## src/rtl/mem_access_ctrl.sv

```systemverilog
// mem_access_ctrl: load/store unit front-end for an RV32I data memory.
//
// Accepts one load/store from the execution stage and computes ea = rs1 + imm.
// It issues one request on the data-memory bus, and then returns the
// sign/zero-extended load result on the writeback port. If the memory does
// not answer within TIMEOUT cycles, the access is abandoned and a fault is
// reported. Illegal func3 codes are also reported as faults.
//
// Ports
//   clk, rst                 clock, synchronous active-high reset
//   req_valid / req_ready    request handshake (ready only while idle)
//   req_store, func3         operation kind and RV32I width/sign code
//   rs1, imm, store_data, rd operands of the load/store
//   mem_req, mem_we, mem_addr, mem_wdata, mem_wstrb   memory request bus
//   mem_rdata, mem_ack       memory response
//   wb_valid, wb_rd, wb_data registered load writeback (one-cycle pulse)
//   fault, fault_addr        one-cycle fault pulse and offending address
//
// Build option
//   MISALIGN_TRAP_EN  defined: misaligned half/word requests fault.
//                     undefined: the address is forced to alignment and the
//                     access proceeds.

module mem_access_ctrl #(
    parameter int unsigned TIMEOUT = 16
) (
    input  logic        clk,
    input  logic        rst,
    input  logic        req_valid,
    output logic        req_ready,
    input  logic        req_store,
    input  logic [2:0]  func3,
    input  logic [31:0] rs1,
    input  logic [31:0] imm,
    input  logic [31:0] store_data,
    input  logic [4:0]  rd,
    output logic        mem_req,
    output logic        mem_we,
    output logic [31:0] mem_addr,
    output logic [31:0] mem_wdata,
    output logic [3:0]  mem_wstrb,
    input  logic [31:0] mem_rdata,
    input  logic        mem_ack,
    output logic        wb_valid,
    output logic [4:0]  wb_rd,
    output logic [31:0] wb_data,
    output logic        fault,
    output logic [31:0] fault_addr
);

`ifdef MISALIGN_TRAP_EN
    localparam bit TRAP_MISALIGN = 1'b1;
`else
    localparam bit TRAP_MISALIGN = 1'b0;
`endif

    localparam logic [7:0] TLAST = 8'(TIMEOUT - 1);

    typedef enum logic {IDLE, ACCESS} state_t;

    state_t      state, state_nxt;
    logic [7:0]  cnt;
    logic [31:0] ea_q, ea_acc, sdata_q, ld_data;
    logic [2:0]  func3_q;
    logic [4:0]  rd_q;
    logic        store_q;

    logic [31:0] ea;
    logic        illegal, misalign, req_fault, req_fire, timeout_hit;
    logic [7:0]  lane_b;
    logic [15:0] lane_h;

    assign ea          = rs1 + imm;
    assign req_fire    = req_valid && (state == IDLE);
    assign timeout_hit = (cnt == TLAST);

    always_comb begin
        illegal  = req_store ? (func3 > 3'd2)
                             : (func3 == 3'b011 || func3[2:1] == 2'b11);
        misalign = (func3[1:0] == 2'b01 && ea[0]) ||
                   (func3[1:0] == 2'b10 && ea[1:0] != 2'b00);
        req_fault = illegal || (TRAP_MISALIGN && misalign);
    end

    // With trapping enabled, nothing misaligned ever reaches ACCESS, so the
    // alignment mask is a no-op there; with it disabled, it forces alignment.
    always_comb begin
        ea_acc = ea_q;
        case (func3_q[1:0])
            2'b01:   ea_acc[0]   = 1'b0;
            2'b10:   ea_acc[1:0] = 2'b00;
            default: ;
        endcase
    end

    // State register
    always_ff @(posedge clk) begin
        if (rst) state <= IDLE;
        else     state <= state_nxt;
    end

    // Next-state logic
    always_comb begin
        state_nxt = state;
        case (state)
            IDLE:   if (req_valid && !req_fault) state_nxt = ACCESS;
            ACCESS: if (mem_ack || timeout_hit)  state_nxt = IDLE;
            default: state_nxt = IDLE;
        endcase
    end

    // Output logic: the memory bus is driven only while in ACCESS
    always_comb begin
        req_ready = (state == IDLE);
        mem_req   = 1'b0;
        mem_we    = 1'b0;
        mem_addr  = '0;
        mem_wdata = '0;
        mem_wstrb = '0;
        if (state == ACCESS) begin
            mem_req  = 1'b1;
            mem_we   = store_q;
            mem_addr = {ea_acc[31:2], 2'b00};
            if (store_q) begin
                case (func3_q[1:0])
                    2'b00: begin
                        mem_wstrb = 4'b0001 << ea_acc[1:0];
                        mem_wdata = {4{sdata_q[7:0]}};
                    end
                    2'b01: begin
                        mem_wstrb = 4'b0011 << {ea_acc[1], 1'b0};
                        mem_wdata = {2{sdata_q[15:0]}};
                    end
                    default: begin
                        mem_wstrb = 4'b1111;
                        mem_wdata = sdata_q;
                    end
                endcase
            end
        end
    end

    // Load lane extraction and extension
    always_comb begin
        case (ea_acc[1:0])
            2'b00:   lane_b = mem_rdata[7:0];
            2'b01:   lane_b = mem_rdata[15:8];
            2'b10:   lane_b = mem_rdata[23:16];
            default: lane_b = mem_rdata[31:24];
        endcase
        lane_h = ea_acc[1] ? mem_rdata[31:16] : mem_rdata[15:0];
        case (func3_q)
            3'b000:  ld_data = {{24{lane_b[7]}}, lane_b};
            3'b001:  ld_data = {{16{lane_h[15]}}, lane_h};
            3'b100:  ld_data = {24'd0, lane_b};
            3'b101:  ld_data = {16'd0, lane_h};
            default: ld_data = mem_rdata;
        endcase
    end

    // Request latch, timeout counter, writeback and fault registers
    always_ff @(posedge clk) begin
        if (rst) begin
            cnt        <= '0;
            ea_q       <= '0;
            func3_q    <= '0;
            rd_q       <= '0;
            store_q    <= 1'b0;
            sdata_q    <= '0;
            wb_valid   <= 1'b0;
            wb_rd      <= '0;
            wb_data    <= '0;
            fault      <= 1'b0;
            fault_addr <= '0;
        end else begin
            wb_valid <= 1'b0;
            fault    <= 1'b0;
            if (req_fire) begin
                if (req_fault) begin
                    fault      <= 1'b1;
                    fault_addr <= ea;
                end else begin
                    cnt     <= '0;
                    ea_q    <= ea;
                    func3_q <= func3;
                    rd_q    <= rd;
                    store_q <= req_store;
                    sdata_q <= store_data;
                end
            end else if (state == ACCESS) begin
                // An ack arriving on the final counted cycle wins over timeout
                if (mem_ack) begin
                    if (!store_q && rd_q != 5'd0) begin
                        wb_valid <= 1'b1;
                        wb_rd    <= rd_q;
                        wb_data  <= ld_data;
                    end
                end else if (timeout_hit) begin
                    fault      <= 1'b1;
                    fault_addr <= ea_q;
                end else begin
                    cnt <= cnt + 8'd1;
                end
            end
        end
    end

endmodule

```

## config.mk

```make
export PLATFORM = sky130hd
export DESIGN_NAME = mem_access_ctrl
export DESIGN_NICKNAME = d
export VERILOG_FILES = /design/src/rtl/mem_access_ctrl.sv
export SDC_FILE = /design/constraint.sdc
export NUM_CORES = 1
export LEC_CHECK = 0
export ABC_AREA = 1
export CAP_MARGIN = 20
export CELL_PAD_IN_SITES_DETAIL_PLACEMENT = 1
export CELL_PAD_IN_SITES_GLOBAL_PLACEMENT = 2
export CORE_ASPECT_RATIO = 1.5
export CORE_MARGIN = 2
export CORE_UTILIZATION = 25
export CTS_BUF_LIST = sky130_fd_sc_hd__clkbuf_4
export CTS_CLUSTER_DIAMETER = 150
export DETAILED_ROUTE_END_ITERATION = 12
export HOLD_SLACK_MARGIN = 0.15
export PLACE_DENSITY = 0.89
export SLEW_MARGIN = 5
export SYNTH_ARGS = -nofsm -noshare
export SYNTH_HDL_FRONTEND = slang
export SYNTH_SLANG_ARGS = --single-unit
```

## constraint.sdc

```tcl
create_clock -name clk -period 3.1 [get_ports clk]
set_clock_uncertainty 0.15 [all_clocks]
set_input_delay 0.31 -clock clk [delete_from_list [all_inputs] [get_ports clk]]
set_output_delay 0.31 -clock clk [all_outputs]
set_load 0.1 [all_outputs]
```

Word-level counts from Yosys, hierarchy flattened. Cells that the tools add are included. W data, S select, Z words.

Register bits: 153.

Reductions and logical operators: 19. Order comparisons: 1. Bitwise operators: 4. Equality and inequality tests: 14. Shifts and indexed selects: 2. Mux-type cells: 34. Add/subtract/negate cells: 2.

Operator list (number): $mux W32 (8); $pmux W32 S4 (1); $pmux W32 S2 (1); $mux W8 (5); $add A32 B32 Y32 (1); $pmux W8 S3 (1); $mux W16 (1); $mux W1 (13); $reduce_and A4 Y1 (3); $add A8 B1 Y8 const B (1); $eq A8 B4 Y1 const B (1); $mux W4 (2); $pmux W4 S2 (1); $eq A2 B2 Y1 const B (3); $eq A3 B3 Y1 const B (2); $ne A2 B2 Y1 const B (3); $reduce_bool A5 Y1 (1); $eq A2 B1 Y1 const B (2); $logic_not A2 Y1 (2); $not A1 Y1 (4); $reduce_bool A2 Y1 (2); $reduce_or A4 Y1 (1); $shl A1 B2 Y4 const A (1); $shl A2 B2 Y4 const A (1); 11 further kinds (15).

Depth between registers and ports, before layout. Gate-level depths: netlist of the first run.

Depth after elaboration: 7. Depth in mapped cells: 16.

Least setup slack after synthesis of the first run. Ideal clock, no wire load.

Kind: register to output. Start: register state. End: output mem_wdata[16]. Cell stages (with the launch flop): 7. Data arrival time: 4106 ps. Path slack: -1466 ps. Path buffers: 2. Cell sequence: dfxtp_1 buf_6 nand2_1 inv_1 clkbuf_1 o21ai_0 a21oi_1.

Cells in the longest elaborated chain, start to end: 1.

RTL lines: start: declaration (RTL line 61) `state_t state, state_nxt;`; start signal: assignment (RTL line 99) `else state <= state_nxt;`; $mux W32 (RTL line 120) `if (state == ACCESS) begin`; end: declaration (RTL line 40) `output logic [31:0] mem_wdata,`.

No other way between the ends.

Final worst setup path of the first run.
Start: register func3_q[1]. End: output mem_wstrb[0].

Cells in the longest elaborated chain, start to end: 7. Elaborated cells on any way between the ends: 11.

RTL lines: start: declaration (RTL line 64) `logic [2:0] func3_q;`; start signal: assignment (RTL line 185) `func3_q <= func3;`; $eq A2 B1 Y1 / $eq A2 B2 Y1 (equally long branches) (RTL line 89, 125); $reduce_or A2 Y1 (no line); $mux W1 (RTL line 89) `case (func3_q[1:0])`; $shl A1 B2 Y4 (RTL line 127) `mem_wstrb = 4'b0001 << ea_acc[1:0];`; $pmux W4 S2 (*) (RTL line 125) `case (func3_q[1:0])`; $mux W4 (*) (RTL line 124) `if (store_q) begin`; $mux W4 (*) (RTL line 120); end: declaration (RTL line 41) `output logic [3:0] mem_wstrb,`.

Mark *: on every way between the ends. The rest lies on a longest branch, timed or not.

==> flow_summary.json, run 1 <==
{
  "status": "finished clean",
  "io_buffer_count": 280,
  "clk_latency_ps": 630,
  "slew_violations": 0,
  "slew_headroom_pct": 58.5,
  "setup_viol": 0,
  "cts.reportedPaths.clkPinSlew_ps": 150,
  "final_cells": 2292,
  "arrival_ps": 2500,
  "root_buffer": "clkbuf_4",
  "core_um2": 36800,
  "pwr-share-comb_pct": 33.0,
  "layout_commonest_cell": "nand2_1",
  "synth_area_um2": 9350,
  "viasPerCell": 4.73,
  "cpLargestDelayFamily": "buffers and inverters",
  "place_ws_ps": 298,
  "num_vias": 10845,
  "critical_path_class": "reg -> out",
  "fin_nets": 1968,
  "synth.distinct_cells": 39,
  "powerDensity_nw_per_um2": 413,
  "cp.required_ps": 2640,
  "place_inst": 2212,
  "postCtsSetupBuffers": 0,
  "clkPwrFrac_pct": 28.8,
  "cts_buffers": 17,
  "fmax_ghz": 0.338,
  "drv_cap": 0,
  "p_sw_w": 0.00219,
  "power_w": 0.00566,
  "wl_um": 41100,
  "path_cells": "inv_1 -> ha_1 -> inv_1 -> nand2_2 -> buf_8 -> o21ai_4 -> o21ai_0 -> inv_1 -> buf_12",
  "initial_core_util_pct": 25.4,
  "row_count": 86,
  "hold_class": "in -> reg",
  "routedWlPerCell_um": 17.9,
  "antenna_found_initial": 3,
  "die_h_um": 241,
  "crit_path_end_kind": "primary output",
  "rsz0062_at_grt": "yes",
  "grt_usage_pct": 20.9,
  "hpwl_um": 31500,
  "layout_common_cells": "400 x nand2_1, 240 x inv_1, 152 x dfxtp_1, 139 x clkdlybuf4s50_1, 132 x nor2_1",
  "first_global_vias": 11377,
  "cts_tree": "yes",
  "ant_nets": 0,
  "period_share_pct": 95.5,
  "layout_setup_ws_ps": 138,
  "syn_area_per_cell_um2": 6.29,
  "grt_max_degree": 38,
  "grt_pass1_wl_um": 62900,
  "ys_warn_count": 0,
  "crit_path_max_fanout": 32,
  "crit_top_cell": "inv_1",
  "cts_buffer_depth": 2,
  "final_util_pct": 37.2,
  "grt_overflow": 0,
  "max_stage_delay_ps": 340,
  "startpoint_type": "flip-flop",
  "drc": 0,
  "swShare_pct": 38.7,
  "drtPass1Iterations": 4,
  "die-area_um2": 39000,
  "boundaryPins": 283,
  "synthCells": 1486,
  "clock_sinks": 153,
  "area_delta_synth_final_pct": 46.6,
  "drt_iter0_drc": 380,
  "p_int_w": 0.00347,
  "critPathSlowestCell": "dfxtp_1",
  "ys_ff_latch": 153,
  "drive_above_1_share_pct": 14.1,
  "die_w_um": 162,
  "pwr-share-seq_pct": 38.1,
  "p_leak_nw": 6.64,
  "worstMarginPinSlew_ps": 622,
  "fill_cells": 4679,
  "place.gp.congestion": 0.892,
  "crit_buf_inv": 5,
  "period_needed_ps": 2960,
  "ir_worst_vdd_v": 0.000170,
  "htreeDepth": 4,
  "yosysSeqAreaShare_pct": 32.8,
  "hold_viol": 0
}
==> layout make-up <==
cell class	instances	area (um^2)	share of cell area [%]
Antenna cell	4	10.0	0.0730
Timing Repair Buffer	345	3550	25.9
Inverter	253	958	6.99
Sequential cell	153	3060	22.4
Timing Repair inverter	1	7.51	0.0548
Clock buffer	18	135	0.986
Tap cell	484	606	4.42
Clock inverter	14	228	1.66
Multi-Input combinational cell	1020	5140	37.5
==> flip-flops by register name, indices dropped and copies added (netlist names) <==
| signal | count |
|---|---|
| store_q | 1 |
| fault | 1 |
| state | 1 |
| wb_data | 32 |
| wb_rd | 5 |
| sdata_q | 32 |
| ea_q | 32 |
| rd_q | 5 |
| cnt | 8 |
| func3_q | 3 |
| fault_addr | 32 |
| wb_valid | 1 |
==> path summary, 6_finish.rpt <==
path / endpoint / start / slack (ps) / cells after the start
max: mem_wstrb[0] / func3_q[1]$_SDFFE_PP0P_ / 140 / 9
max reg2reg: wb_data[3]$_SDFFE_PP0P_ / func3_q[1]$_SDFFE_PP0P_ / 640 / 11
min reg2reg: ea_q[30]$_SDFFE_PP0P_ / ea_q[30]$_SDFFE_PP0P_ / 330 / 2
min: wb_data[11]$_SDFFE_PP0P_ / mem_rdata[27] / 250 / 5
==> layer usage <==
layer / wire (um) / global-route usage [%]
met1: 15800 / 21.6
met2: 22300 / 41.0
met3: 1350 / 2.61
met4: 1710 / 9.98
met5: 0 / 0
==> logic make-up (layout without fill, tap and decap cells) <==
logic type / after synthesis / count (layout) / share of synthesized area [%]
xor gates and xnor gates: 18 / 18 / 1.69
other: 1 / 6 / 0.0401
AOI/OAI and AO/OA: 325 / 325 / 19.2
and+or+nand+nor: 639 / 639 / 27.9
DFF: 153 / 153 / 32.8
adders and majority gates: 36 / 36 / 4.90
buffers and inverters: 314 / 631 / 13.6
==> per-stage QoR <==
step / setup TNS (ps) / cell area [um^2] / hold WS, ps
after floorplan: -6650 / 9420 / 263
after global placement: 0 / 12800 / 299
after detailed placement: 0 / 12800 / 306
after CTS: -14.0 / 13700 / 183
after global routing: -132 / 13700 / 239
final: 0 / 13700 / 249
==> tightest hold or removal path: stages <==
cell and delay (ps):
clkdlybuf4s50_1 400, inv_1 100, o211ai_1 100, nand2_1 60
inv_1 40
==> power groups by stage <==
stage                     clock network, W  registers, W  logic, W
after detailed placement                 0       0.00220   0.00181
after floorplan                          0       0.00253  0.000838
after global placement                   0       0.00220   0.00178
after global routing               0.00175       0.00217   0.00202
final                              0.00163       0.00216   0.00187
after CTS                          0.00167       0.00216   0.00187
==> what timing repair did <==
| item | in CTS | in global routing |
|---|---|---|
| resized for setup | 10 | 12 |
| endpoints found under the setup margin | 20 | 20 |
| endpoints found under the hold margin | 53 | 0 |
| gates cloned | 0 | 1 |
| hold buffers | 43 | 0 |
==> synth_stat cells, drive strengths merged <==
| library cell | n | area, um^2 |
|---|---|---|
| dfxtp | 153 | 3060 |
| clkbuf | 27 | 101 |
| a31oi | 6 | 37.5 |
| nand3b | 6 | 45.0 |
| and3 | 1 | 6.26 |
| nor2 | 137 | 536 |
| a21oi | 124 | 658 |
| clkinv | 2 | 7.51 |
| o21bai | 3 | 22.5 |
| a22o | 15 | 131 |
| xnor2 | 1 | 8.76 |
| nand3 | 67 | 335 |
| o21ai | 150 | 758 |
| conb | 1 | 3.75 |
| fa | 1 | 20.0 |
| nand2 | 409 | 1580 |
| nor3 | 14 | 75.1 |
| o211a | 1 | 10.0 |
| a21o | 1 | 7.51 |
| o22ai | 17 | 106 |
| inv | 251 | 945 |
| xor2 | 17 | 149 |
| o211ai | 8 | 60.1 |
| ha | 35 | 438 |
| buf | 34 | 216 |
| nand4 | 5 | 31.3 |
Power figures use the tool's default switching activity.
==> run 2, diff against run 1 <==
- CORE_MARGIN: 2 -> unset
==> flow_summary.json, run 2 (synthesis gave the netlist of run 1 again) <==
{
  "status": "finished clean",
  "initial_core_util_pct": 25.4,
  "drive_above_1_share_pct": 14.5,
  "hpwl_um": 31000,
  "grt_overflow": 0,
  "r2r-end": "wb_data[3]$_SDFFE_PP0P_",
  "met3_usage_pct": 2.59,
  "wl_um": 40900,
  "final-seq-area_um2": 3060,
  "die-area_um2": 38200,
  "r2r_slack_ps": 590,
  "period_share_pct": 95.1,
  "viasPerCell": 4.74,
  "routedWlPerCell_um": 17.8,
  "reg2reg_depth": 11,
  "cts_buffer_depth": 2,
  "grt_use_met1_pct": 22.3,
  "cts.reportedPaths.clkPinSlew_ps": 140,
  "row_count": 86,
  "drtPass1Iterations": 4,
  "drt_iter0_drc": 354,
  "holdWs_ps": 254,
  "first_global_vias": 11674,
  "period_needed_ps": 2950,
  "gr-max-usage-layer": "met2",
  "antenna_found_initial": 2,
  "hold_class": "in -> reg",
  "cts_tree": "yes",
  "drv_cap": 0,
  "clock_sinks": 153,
  "pwr-share-comb_pct": 34.5,
  "fmax_ghz": 0.339,
  "arrival_ps": 2490,
  "slew_headroom_pct": 47.9,
  "ir_worst_vdd_v": 0.000204,
  "final_cells": 2295,
  "area_delta_synth_final_pct": 46.0,
  "clkPwrFrac_pct": 25.7,
  "layout_common_cells": "400 x nand2_1, 239 x inv_1, 152 x dfxtp_1, 139 x clkdlybuf4s50_1, 132 x nor2_1",
  "swShare_pct": 40.6,
  "pwr-share-seq_pct": 39.9,
  "worstMarginPinSlew_ps": 780,
  "grt_pass1_wl_um": 64000,
  "drc": 0,
  "timing.rr.start": "func3_q[1]$_SDFFE_PP0P_",
  "powerDensity_nw_per_um2": 397,
  "core_um2": 36800,
  "slew_violations": 0,
  "place_inst": 2212,
  "crit_path_end_kind": "primary output",
  "rsz0062_at_grt": "yes",
  "cts_buffers": 17,
  "place.gp.congestion": 0.898,
  "critical_path_class": "reg -> out",
  "root_buffer": "clkbuf_4",
  "multi_input_comb_area_um2": 5160,
  "grt_max_degree": 45,
  "ant_nets": 0,
  "fill_cells": 4674,
  "fin_nets": 1974,
  "startpoint_type": "flip-flop",
  "hold_viol": 0,
  "num_vias": 10874,
  "boundaryPins": 283,
  "grt_usage_pct": 21.7,
  "cp.required_ps": 2640,
  "die_w_um": 160,
  "whs_path_depth": 5,
  "die_h_um": 239,
  "htreeDepth": 4,
  "clk_latency_ps": 640,
  "crit_path_max_fanout": 8,
  "p_sw_w": 0.00220,
  "p_leak_nw": 6.61,
  "io_buffer_count": 280,
  "setup_viol": 0,
  "p_int_w": 0.00322,
  "min_from": "mem_rdata[26]",
  "grt_util_met2_pct": 43.5,
  "layout_commonest_cell": "nand2_1",
  "min_to": "wb_data[10]$_SDFFE_PP0P_"
}
[run 2: critical path, stage by stage (launching register included)]
cell and delay [ps]:
dfxtp_1 340, inv_1 90, ha_1 230, inv_1 160
nand2_4 150, clkinvlp_4 190, buf_4 180, buf_4 120
a21oi_2 190, buf_12 200
[run 2: power groups by stage]
stage          clock, W  combinational [W]  sequential, W
2_1_floorplan         0           0.000838        0.00253
3_3_place_gp          0            0.00177        0.00220
3_5_place_dp          0            0.00179        0.00220
4_1_cts         0.00144            0.00186        0.00216
5_1_grt         0.00151            0.00202        0.00218
6_report        0.00139            0.00187        0.00216
[run 2: layout make-up]
class                   instances  share of cell area [%]
inverters                     253                    7.03
multi-input cells            1020                    37.8
repair buffers                351                    26.1
clock inverters                13                    1.14
clock buffers                  18                   0.990
flip-flops and latches        153                    22.5
repair inverters                1                  0.0550
well taps                     484                    4.44
diodes                          2                  0.0367
[run 2: worst max path at each step]
stage                            startpoint                           to  slack, ps  cells after the start
floorplan           func3_q[1]$_SDFFE_PP0P_                mem_wdata[12]       -470                     10
global placement                     rs1[0]        ea_q[16]$_SDFFE_PP0P_        410                     12
detailed placement                   rs1[0]  fault_addr[20]$_SDFFE_PP0P_        320                     12
CTS                 func3_q[1]$_SDFFE_PP0P_                mem_wdata[28]         -3                      8
global route        func3_q[1]$_SDFFE_PP0P_                 mem_wstrb[2]        -50                      7
finish              func3_q[1]$_SDFFE_PP0P_                mem_wdata[24]        150                      9
[run 2: metrics by stage]
stage	setup TNS (ps)	worst slack, ps	instance area, um^2	total power, W	util [%]
floorplan	-6650	-467	9420	0.00337	-
global placement	0	415	12800	0.00397	34.8
detailed placement	0	324	12800	0.00399	34.8
CTS	-4.95	-2.64	13600	0.00546	36.9
global route	-160	-45.5	13600	0.00570	37.1
finish	0	151	13600	0.00542	37.1
[run 2: layer usage]
metal  share of wire (%)  routed length [um]  vias to the layer above
li1                    -                   -                     5312
met1                  38               15700                     5206
met2                  55               22700                      289
met3                 3.1                1260                       67
met4                 3.1                1280                        0
met5                   0                   0                        -
[run 2: what timing repair did]
action                                 4_1_cts  5_1_grt
cloned                                       0        1
buffers inserted                             4        2
hold buffers                                43        0
setup endpoints to repair                   18       19
resized for setup                            6       20
endpoints found under the hold margin       46        0
